<file path="src/rtl/mem_port_arbiter.sv">
// Arbitrates one single-ported memory between instruction fetch (IF) and load/store (DM) requesters.
// DM has priority; a streak counter bounds fetch starvation; done pulses one cycle after the memory completes.
module mem_port_arbiter #(
  parameter int ADDR_W        = 32,
  parameter int DATA_W        = 32,
  parameter int MAX_DM_STREAK = 4
) (
  input  logic              clk,
  input  logic              reset,
  input  logic              if_req,
  input  logic [ADDR_W-1:0] if_addr,
  output logic              if_done,
  output logic [DATA_W-1:0] if_rdata,
  output logic              if_stall,
  input  logic              dm_req,
  input  logic              dm_we,
  input  logic [2:0]        dm_size,
  input  logic [ADDR_W-1:0] dm_addr,
  input  logic [DATA_W-1:0] dm_wdata,
  output logic              dm_done,
  output logic [DATA_W-1:0] dm_rdata,
  output logic              dm_stall,
  output logic              mem_req,
  output logic              mem_we,
  output logic [2:0]        mem_size,
  output logic [ADDR_W-1:0] mem_addr,
  output logic [DATA_W-1:0] mem_wdata,
  input  logic              mem_ack,
  input  logic              mem_done,
  input  logic [DATA_W-1:0] mem_rdata
);

  localparam int SW = $clog2(MAX_DM_STREAK + 1);
  localparam logic [SW-1:0] STREAK_MAX = SW'(MAX_DM_STREAK);

  typedef enum logic [1:0] {IDLE, ISSUE, WAIT, RESP} state_t;

  state_t            state_q, state_d;
  logic [SW-1:0]     streak_q;
  logic              owner_dm_q;
  logic [DATA_W-1:0] rdata_q;
  logic              any_req;
  logic              dm_wins;
  logic              capture;

  assign any_req = if_req | dm_req;
  assign dm_wins = dm_req & (~if_req | (streak_q < STREAK_MAX));
  // Read data is taken either on a fused ack+done in ISSUE or on done in WAIT.
  assign capture = ((state_q == ISSUE) & mem_ack & mem_done) |
                   ((state_q == WAIT) & mem_done);

  always_ff @(posedge clk) begin
    if (reset) begin
      state_q    <= IDLE;
      streak_q   <= '0;
      owner_dm_q <= 1'b0;
      rdata_q    <= '0;
      mem_we     <= 1'b0;
      mem_size   <= 3'b000;
      mem_addr   <= '0;
      mem_wdata  <= '0;
    end else begin
      state_q <= state_d;
      if ((state_q == IDLE) && any_req) begin
        owner_dm_q <= dm_wins;
        if (dm_wins) begin
          mem_we    <= dm_we;
          mem_size  <= dm_size;
          mem_addr  <= dm_addr;
          mem_wdata <= dm_wdata;
          if (!if_req)
            streak_q <= '0;
          else if (streak_q != STREAK_MAX)
            streak_q <= streak_q + 1'b1;
        end else begin
          mem_we    <= 1'b0;
          mem_size  <= 3'b010;
          mem_addr  <= if_addr;
          mem_wdata <= '0;
          streak_q  <= '0;
        end
      end
      if (capture)
        rdata_q <= mem_we ? '0 : mem_rdata;
    end
  end

  always_comb begin
    state_d = state_q;
    case (state_q)
      IDLE:    if (any_req) state_d = ISSUE;
      ISSUE:   if (mem_ack) state_d = mem_done ? RESP : WAIT;
      WAIT:    if (mem_done) state_d = RESP;
      RESP:    state_d = IDLE;
      default: state_d = IDLE;
    endcase
  end

  always_comb begin
    mem_req  = (state_q == ISSUE);
    if_done  = (state_q == RESP) & ~owner_dm_q;
    dm_done  = (state_q == RESP) & owner_dm_q;
    if_rdata = if_done ? rdata_q : '0;
    dm_rdata = dm_done ? rdata_q : '0;
    if_stall = if_req & ~if_done;
    dm_stall = dm_req & ~dm_done;
  end

endmodule

</file>
<file path="config.mk">
export PLATFORM = sky130hd
export DESIGN_NAME = mem_port_arbiter
export DESIGN_NICKNAME = d
export VERILOG_FILES = /design/src/rtl/mem_port_arbiter.sv
export SDC_FILE = /design/constraint.sdc
export NUM_CORES = 1
export LEC_CHECK = 0
export BUFFER_PORTS_ARGS = -buffer_cell sky130_fd_sc_hd__clkbuf_2
export CORE_AREA = 2 2 106 108
export CTS_BUF_LIST = sky130_fd_sc_hd__clkbuf_16
export CTS_CLUSTER_DIAMETER = 30
export CTS_CLUSTER_SIZE = 40
export DETAILED_ROUTE_END_ITERATION = 8
export DIE_AREA = 0 0 108 110
export GPL_ROUTABILITY_DRIVEN = 0
export PLACE_DENSITY = 0.78
export SLEW_MARGIN = 20
export SYNTH_ARGS = -nofsm -noshare
export SYNTH_HDL_FRONTEND = slang
export SYNTH_SLANG_ARGS = --single-unit
</file>
<file path="constraint.sdc">
create_clock -name clk -period 3.6 [get_ports clk]
set_input_delay 0.18 -clock clk [delete_from_list [all_inputs] [get_ports clk]]
set_output_delay 0.18 -clock clk [all_outputs]
set_load 0.02 [all_outputs]
</file>
Word-level counts from Yosys, hierarchy flattened
Cells that the tools add are included. W data, S select, Z words.

Bits in registers: 106. Input bits: 138. Output and inout port bits: 137. Word-level logic and storage cells: 52.

Add/sub/neg operators: 1. Magnitude comparators: 1. Eq/ne operators: 8. Multiplexer cells: 15. Bitwise operators: 15. Reductions and logical operators: 4.

Operator list (number): $mux W32 (5); $mux W3 (4); $and A1 B1 Y1 (8); $pmux W2 S4 (1); $mux W2 (3); $eq A2 B2 Y1 const B (2); $ne A2 B2 Y1 const B (2); $not A1 Y1 (4); $add A3 B1 Y3 const B (1); $lt A3 B3 Y1 const B (1); $ne A3 B2 Y1 const B (1); $ne A3 B3 Y1 const B (1); $or A1 B1 Y1 (3); $reduce_and A3 Y1 (1); $eq A2 B1 Y1 const B (1); $logic_not A2 Y1 (1); $mux W1 (2); $ne A2 B1 Y1 const B (1); $reduce_and A2 Y1 (1); $logic_and A1 B1 Y1 (1).

Depth between registers and ports, before layout
Gate-level depths: netlist of run 1.

Depth in word-level cells: 5. Mapped depth: 7. Mapped depth without buffers: 5.

Worst setup path after synthesis of run 1
No wires, ideal clock.

Path type: flip-flop to output port. From: register state_q[0]. To: output if_rdata[22]. Data arrival time: 1448 ps. Data required time: 3420 ps. Setup slack: 1972 ps. Cell stages (with the launch flop): 5. Path buffers: 1. Cells stage by stage: dfxtp_1 ha_1 and2b_1 clkbuf_1 and2_1.

Cells in the longest elaborated chain, start to end: 3.

RTL lines: start, declared (line 38) `state_t state_q, state_d;`; start signal, assigned (line 63) `state_q <= state_d;`; $eq A2 B2 Y1 (line 101) `if_done = (state_q == RESP) & ~owner_dm_q;`; $and A1 B1 Y1 (line 101); via if_done (line 12) `output logic if_done,`; $mux W32 (line 103) `if_rdata = if_done ? rdata_q : '0;`; end, declared (line 13) `output logic [DATA_W-1:0] if_rdata,`.

The timed path passes the listed nets, and every way through them passes these cells.

Final worst setup path of run 1
From: register owner_dm_q. To: output if_rdata[15].

Cells in the longest elaborated chain, start to end: 3.

RTL lines: start, declared (line 40) `logic owner_dm_q;`; start signal, assigned (line 65) `owner_dm_q <= dm_wins;`; $not A1 Y1 (line 101); $and A1 B1 Y1 (line 101); $mux W32 (line 103).

Every way passes these cells.

==> impl_metrics.ini, run 1 <==
[clock_network]
clk-insertion-delay-late_ns = 0.34
cts_sinks = 106
cts_tree = built
cts-root-buf = clkbuf_16
path_clk_slew_ns = 0.07
post-cts-setup-buffers = 0
ctsHoldBuffers = 0
cts_buffer_depth = 2
cts_buffers = 9
postCtsResizedCells = 0
cts.htree.levels = 3

[run_status]
status = complete, no violations

[sta]
finalMaxSlewViolations = 0
maxSlewHeadroom_pct = 30.67
finalSetupTns_ns = 0
final.min_clock_period_ns = 2.488
grt_setup_unrepaired = no
fmax_mhz = 402.0
clock_skew_ns = 0.007217
finalSetupViolCount = 0
hold_viol = 0
layout_setup_ws_ns = 1.112
fin_crit_sh_pct = 69.10
worst_pin_slew_ns = 1.040

[global_routing]
grt_usage_pct = 23.39
grt_pass1_vias = 4709
grt_max_degree = 74
grt_antenna_before_repair = 0
grt_overflow = 0
grt_pass1_wl_um = 22300

[yosys]
synth_cells = 572
ys_seq_area_share_pct = 44.21
synth_area_leaders = dfxtp_1 44%, a32oi_1 6.4%, nand4b_1 5.8%, nand2_1 5.2%, o21ai_1 4.7%
yosys_warnings = 0
yosysUniqueCellTypes = 34
ys_async_sr_fraction_pct = 0
synth-seq-cells = 106
syn_area_per_cell_sq_um = 8.391
synth_edf_count = 0
synth.net_count = 717
yosysTopAreaCell = dfxtp_1
synth_area_sq_um = 4800
synth_flop_cell = dfxtp_1
yosysTopAreaCellShare_pct = 44.21

[power]
cellPowerDensity_nw_per_um2 = 658.9
p_leak_nw = 3.090
p_int_mw = 2.482
p_sw_share_pct = 41.09
power.clock.fraction_pct = 22.2
p_switching_mw = 1.731
ir_drop_mv = 0.5164
combPwrFrac_pct = 38.0
p_seq_share_pct = 39.7

[floorplan]
die_w_um = 108
die_area_sq_um = 11880
start_util_pct = 44.87
die_h_um = 110
ios = 275
core-area_sq_um = 10700
fp-row-count = 38

[drt]
wl_per_cell_um = 15.38
vias_per_cell = 5.464
drt_wl_total_um = 14570
drc = 0
drt-initial-drc-count = 274
vias = 5174
ant_nets = 0
firstDrtPassIters = 5

[placement]
place_ws_ns = 1.485
place.detailed.hpwl_um = 10320
portBuffers = 274

[critical_path]
crit_chain = and2b_1 -> and2_1 -> clkbuf_2
worstPathRequired_ns = 3.42
crit_arrival_ns = 2.31
cp_slowest_cell = dfxtp_1
critPathCaptureType = output pin
crit_type = flip-flop to output pin
reg2reg_depth = 5
crit_fanout = 35
cpPeakStageDelay_ns = 0.93
worst_setup_path_start_kind = flip-flop

[finish]
multiInputGateArea_sq_um = 2372
num-fill-cells = 990
final_layout_size_suffix_gt1_share_pct = 37.55
n_antenna_cell = 0
seq_area_sq_um = 2122
final_nets = 947
syn_to_final_growth_pct = 33.21

[hold_path]
hold_path_class = input port to flip-flop
whs_path_depth = 3

[run]
max-cap-violations = 0
## critical path: cells and delay by family, from the launching register on
| kind | cells | cell delay, ns |
|---|---|---|
| buf+inv | 1 | 0.15 |
| flops | 1 | 0.93 |
| simple gates | 2 | 0.87 |
## metal layers
metal	vias up	part of all wire (%)	track usage (%)
met5	-	0	0
met4	0	1.7	9.249
met3	19	8.0	5.526
met2	246	49	40.75
met1	2388	41	27.95
li1	2521	-	-
## sequential cells by signal, indices dropped and copies added, names as in the netlist
signal	flops
owner_dm_q	1
rdata_q	32
streak_q	3
mem_size	3
mem_wdata	32
mem_we	1
mem_addr	32
state_q	2
## through the flow
| stage | hold slack [ns] | utilization (%) | cells | power (mW) | area, sq um |
|---|---|---|---|---|---|
| after CTS | 0.05958 | 59.74 | 947 | 4.234 | 6391 |
| after global routing | 0.07149 | 59.77 | 947 | 4.469 | 6394 |
| after detailed placement | 0.4310 | 57.08 | 931 | 3.289 | 6106 |
| after floorplan | 0.3319 | - | 572 | 2.828 | 4800 |
| final | 0.07393 | 59.77 | 947 | 4.213 | 6394 |
| after global placement | 0.4228 | 57.08 | 931 | 3.219 | 6106 |
## synth_stat cells (all sizes together) (2+ instances only)
| cell | number |
|---|---|
| a21oi | 36 |
| a22oi | 2 |
| a31oi | 33 |
| a32oi | 35 |
| and2 | 34 |
| and3 | 33 |
| buf | 29 |
| clkbuf | 32 |
| dfxtp | 106 |
| ha | 7 |
| inv | 6 |
| nand2 | 67 |
| nand2b | 2 |
| nand4b | 32 |
| nor2 | 38 |
| nor2b | 2 |
| o21ai | 65 |
## cells in the final DEF (no fill, tap or decap), types with 32 or more instances in the layout
master,synthesis,layout
a21oi_1,36,35
a31oi_1,33,33
a32oi_1,35,35
and2_1,34,34
and3_1,33,33
clkbuf_2,0,274
dfxtp_1,106,106
nand2_1,67,66
nand4b_1,32,32
nor2_1,38,38
o21ai_1,45,44
## kinds of logic after synthesis
group                      synth area share [%]
and+or+nand+nor                           24.14
AOI/OAI and AO/OA                         23.02
DFF                                       44.21
buffers and inverters                     6.596
adders and majority gates                 1.825
muxes                                    0.2086
## layout make-up
class	instances	area share, %
Tap cell	140	2.740
Multi-Input combinational cell	399	37.10
Clock inverter	7	0.9393
Inverter	6	0.3523
Timing Repair Buffer	280	22.15
Sequential cell	106	33.19
Clock buffer	9	3.523
## worst paths after layout
| path | endpoint | slack (ns) | start |
|---|---|---|---|
| worst min register to register | rdata_q[29] | 0.49 | rdata_q[29] |
| worst min-delay path | mem_addr[22] | 0.07 | dm_addr[22] |
| worst max-delay path | if_rdata[15] | 1.11 | owner_dm_q |
| worst max register to register | rdata_q[16] | 1.51 | state_q[1] |
## power by group through the flow
| stage | logic [mW] | clock network [mW] | registers [mW] |
|---|---|---|---|
| 6_report | 1.60 | 0.937 | 1.67 |
| 5_1_grt | 1.76 | 1.01 | 1.71 |
| 4_1_cts | 1.60 | 0.962 | 1.67 |
| 3_5_place_dp | 1.60 | 0 | 1.69 |
| 3_3_place_gp | 1.55 | 0 | 1.67 |
| 2_1_floorplan | 0.952 | 0 | 1.88 |
(Power assumes the default switching activity.)
==> run 2, diff against run 1 <==
--- a/config.mk
+++ b/config.mk
@@ -6,14 +6,14 @@
 export NUM_CORES = 1
 export LEC_CHECK = 0
 export BUFFER_PORTS_ARGS = -buffer_cell sky130_fd_sc_hd__clkbuf_2
-export CORE_AREA = 2 2 106 108
+export CORE_AREA = 2 2 108 110
 export CTS_BUF_LIST = sky130_fd_sc_hd__clkbuf_16
 export CTS_CLUSTER_DIAMETER = 30
 export CTS_CLUSTER_SIZE = 40
 export DETAILED_ROUTE_END_ITERATION = 8
-export DIE_AREA = 0 0 108 110
+export DIE_AREA = 0 0 110 112
 export GPL_ROUTABILITY_DRIVEN = 0
-export PLACE_DENSITY = 0.78
+export PLACE_DENSITY = 0.76
 export SLEW_MARGIN = 20
 export SYNTH_ARGS = -nofsm -noshare
 export SYNTH_HDL_FRONTEND = slang
==> constraint.sdc (replaced) <==
create_clock -name clk -period 2.3 [get_ports clk]
set_input_delay 0.115 -clock clk [delete_from_list [all_inputs] [get_ports clk]]
set_output_delay 0.115 -clock clk [all_outputs]
set_load 0.02 [all_outputs]
==> run 2 against run 1 <==
Core utilization decreased by 1.3 points; largest power group is now combinational logic; via count increased by 0.66%; global-route usage decreased by 0.76 points; sequential share of layout area decreased by 0.71 points; clock skew decreased by 0.0015 ns; first-iteration DRC count increased by 6.9%; count of clock-buffer cells in the layout unchanged.
==> impl_metrics.ini, run 2 (synthesis gave the netlist of run 1 again) <==
[placement]
place_ws_ns = 0.5230
place.detailed.hpwl_um = 10540
portBuffers = 274
dp.cells = 940
place_area_sq_um = 6180

[clock_network]
postCtsResizedCells = 0
cts_sinks = 106
cts-root-buf = clkbuf_16
path_clk_slew_ns = 0.07
cts_tree = built
cts.htree.levels = 3
clk-insertion-delay-late_ns = 0.34
post-cts-setup-buffers = 0
cts_buffers = 9
cts_buffer_depth = 2

[floorplan]
die_h_um = 112
die_area_sq_um = 12320
ios = 275
core-area_sq_um = 11170
start_util_pct = 42.95
fp-row-count = 39
die_w_um = 110

[sta]
fin_crit_sh_pct = 86.59
worst_pin_slew_ns = 0.9058
final.min_clock_period_ns = 1.992
whs_ns = 0.009827
layout_setup_ws_ns = 0.3084
finalSetupViolCount = 0
finalSetupTns_ns = 0
grt_setup_unrepaired = no
fmax_mhz = 502.1
hold_viol = 0
clock_skew_ns = 0.005705
maxSlewHeadroom_pct = 39.55
finalMaxSlewViolations = 0

[global_routing]
grt_max_degree = 74
grt_usage_pct = 22.63
grt_antenna_before_repair = 0
grt_overflow = 0
grt_pass1_vias = 4668
grt_pass1_wl_um = 22220

[drt]
ant_nets = 0
drt_wl_total_um = 14890
drc = 0
firstDrtPassIters = 6
wl_per_cell_um = 15.46
vias = 5208
vias_per_cell = 5.408
drt-initial-drc-count = 293

[critical_path]
timing.rr.start = state_q[0]
crit_arrival_ns = 1.88
critPathCaptureType = output pin
cp_slowest_cell = dfxtp_1
crit_chain = ha_1 -> and2b_1 -> buf_12 -> and2_1 -> clkbuf_2
worst-path-buf-inv = 2
crit_family = simple AND/OR/NAND/NOR gates
r2r_setup_slack_ns = 0.49
cpPeakStageDelay_ns = 0.42
crit_type = flip-flop to output pin
crit_fanout = 24
reg2reg_depth = 6
worstPathRequired_ns = 2.18
r2r-end = rdata_q[25]
worst_setup_path_start_kind = flip-flop

[finish]
layout_commonest_cell = clkbuf_2
mostFrequentLayoutCells = 274 x clkbuf_2, 106 x dfxtp_1, 67 x nand2_1
seq_area_sq_um = 2122
n_antenna_cell = 0
design_area_sq_um = 6534
num-fill-cells = 1043
top_regs = mem_addr (32), mem_wdata (32), rdata_q (32)
layoutNonFillerInstCount = 963
post-route-util_pct = 58.47
final_nets = 960
syn_to_final_growth_pct = 36.13
multiInputGateArea_sq_um = 2370
final_layout_size_suffix_gt1_share_pct = 37.68

[hold_path]
whs_path_depth = 3
hold_path_class = input port to flip-flop
hold_end = mem_addr[19]
hold_start = if_addr[19]

[run]
max-cap-violations = 0

[power]
cellPowerDensity_nw_per_um2 = 1025
p_total_mw = 6.697
ir_drop_mv = 0.5154
p_leak_nw = 3.156

[run_status]
status = complete, no violations
run 2: cell types whose count changed in the layout (fill, tap and decap cells not counted), sizes merged:
cell,previous run,this run
dlygate4sd3,0,7
buf,6,12
clkinv,3,2
inv,9,10
run 2: report_power, final:
| part | switching [mW] | leakage, nW | total (mW) | internal (mW) |
|---|---|---|---|---|
| Combinational | 1.72 | 2.15 | 2.64 | 0.925 |
| Clock | 0.723 | 0.139 | 1.48 | 0.754 |
| Sequential | 0.292 | 0.869 | 2.57 | 2.28 |
| Total | 2.73 | 3.16 | 6.70 | 3.96 |
run 2: layer usage:
metal,global-route usage [%],wire length (um)
met1,25.94,5886
met2,39.55,7349
met3,4.977,1230
met4,10.04,422
met5,0,0
run 2: worst max-delay path by stage:
stage	slack, ns	start	depth (start not counted)	end
finish	0.31	state_q[0]	5	if_rdata[31]
global route	0.17	state_q[0]	5	if_rdata[19]
CTS	0.27	state_q[0]	5	if_rdata[21]
detailed placement	0.52	state_q[1]	6	rdata_q[25]
global placement	0.61	state_q[1]	6	rdata_q[27]
floorplan	0.74	state_q[0]	4	if_rdata[22]
run 2: final cells by class:
class | count | share of cell area (%)
well taps | 143 | 2.738
clock buffers | 9 | 3.447
flip-flops and latches | 106 | 32.48
repair buffers | 293 | 23.82
clock inverters | 7 | 0.9000
multi-input cells | 399 | 36.27
inverters | 6 | 0.3447
run 2: worst reg2reg max path: cells and delay by family, from the launching register on:
kind | cells | cell delay (ns)
buffers and inverters | 2 | 0.46
adder cells (fa/ha/maj) | 1 | 0.25
AO/OA/AOI/OAI | 3 | 0.61
flip-flops | 1 | 0.42
run 2: what timing repair did:
item                                    CTS  global route
endpoints found under the hold margin     7             0
endpoints found under the setup margin    0             0
hold buffers                              7             0
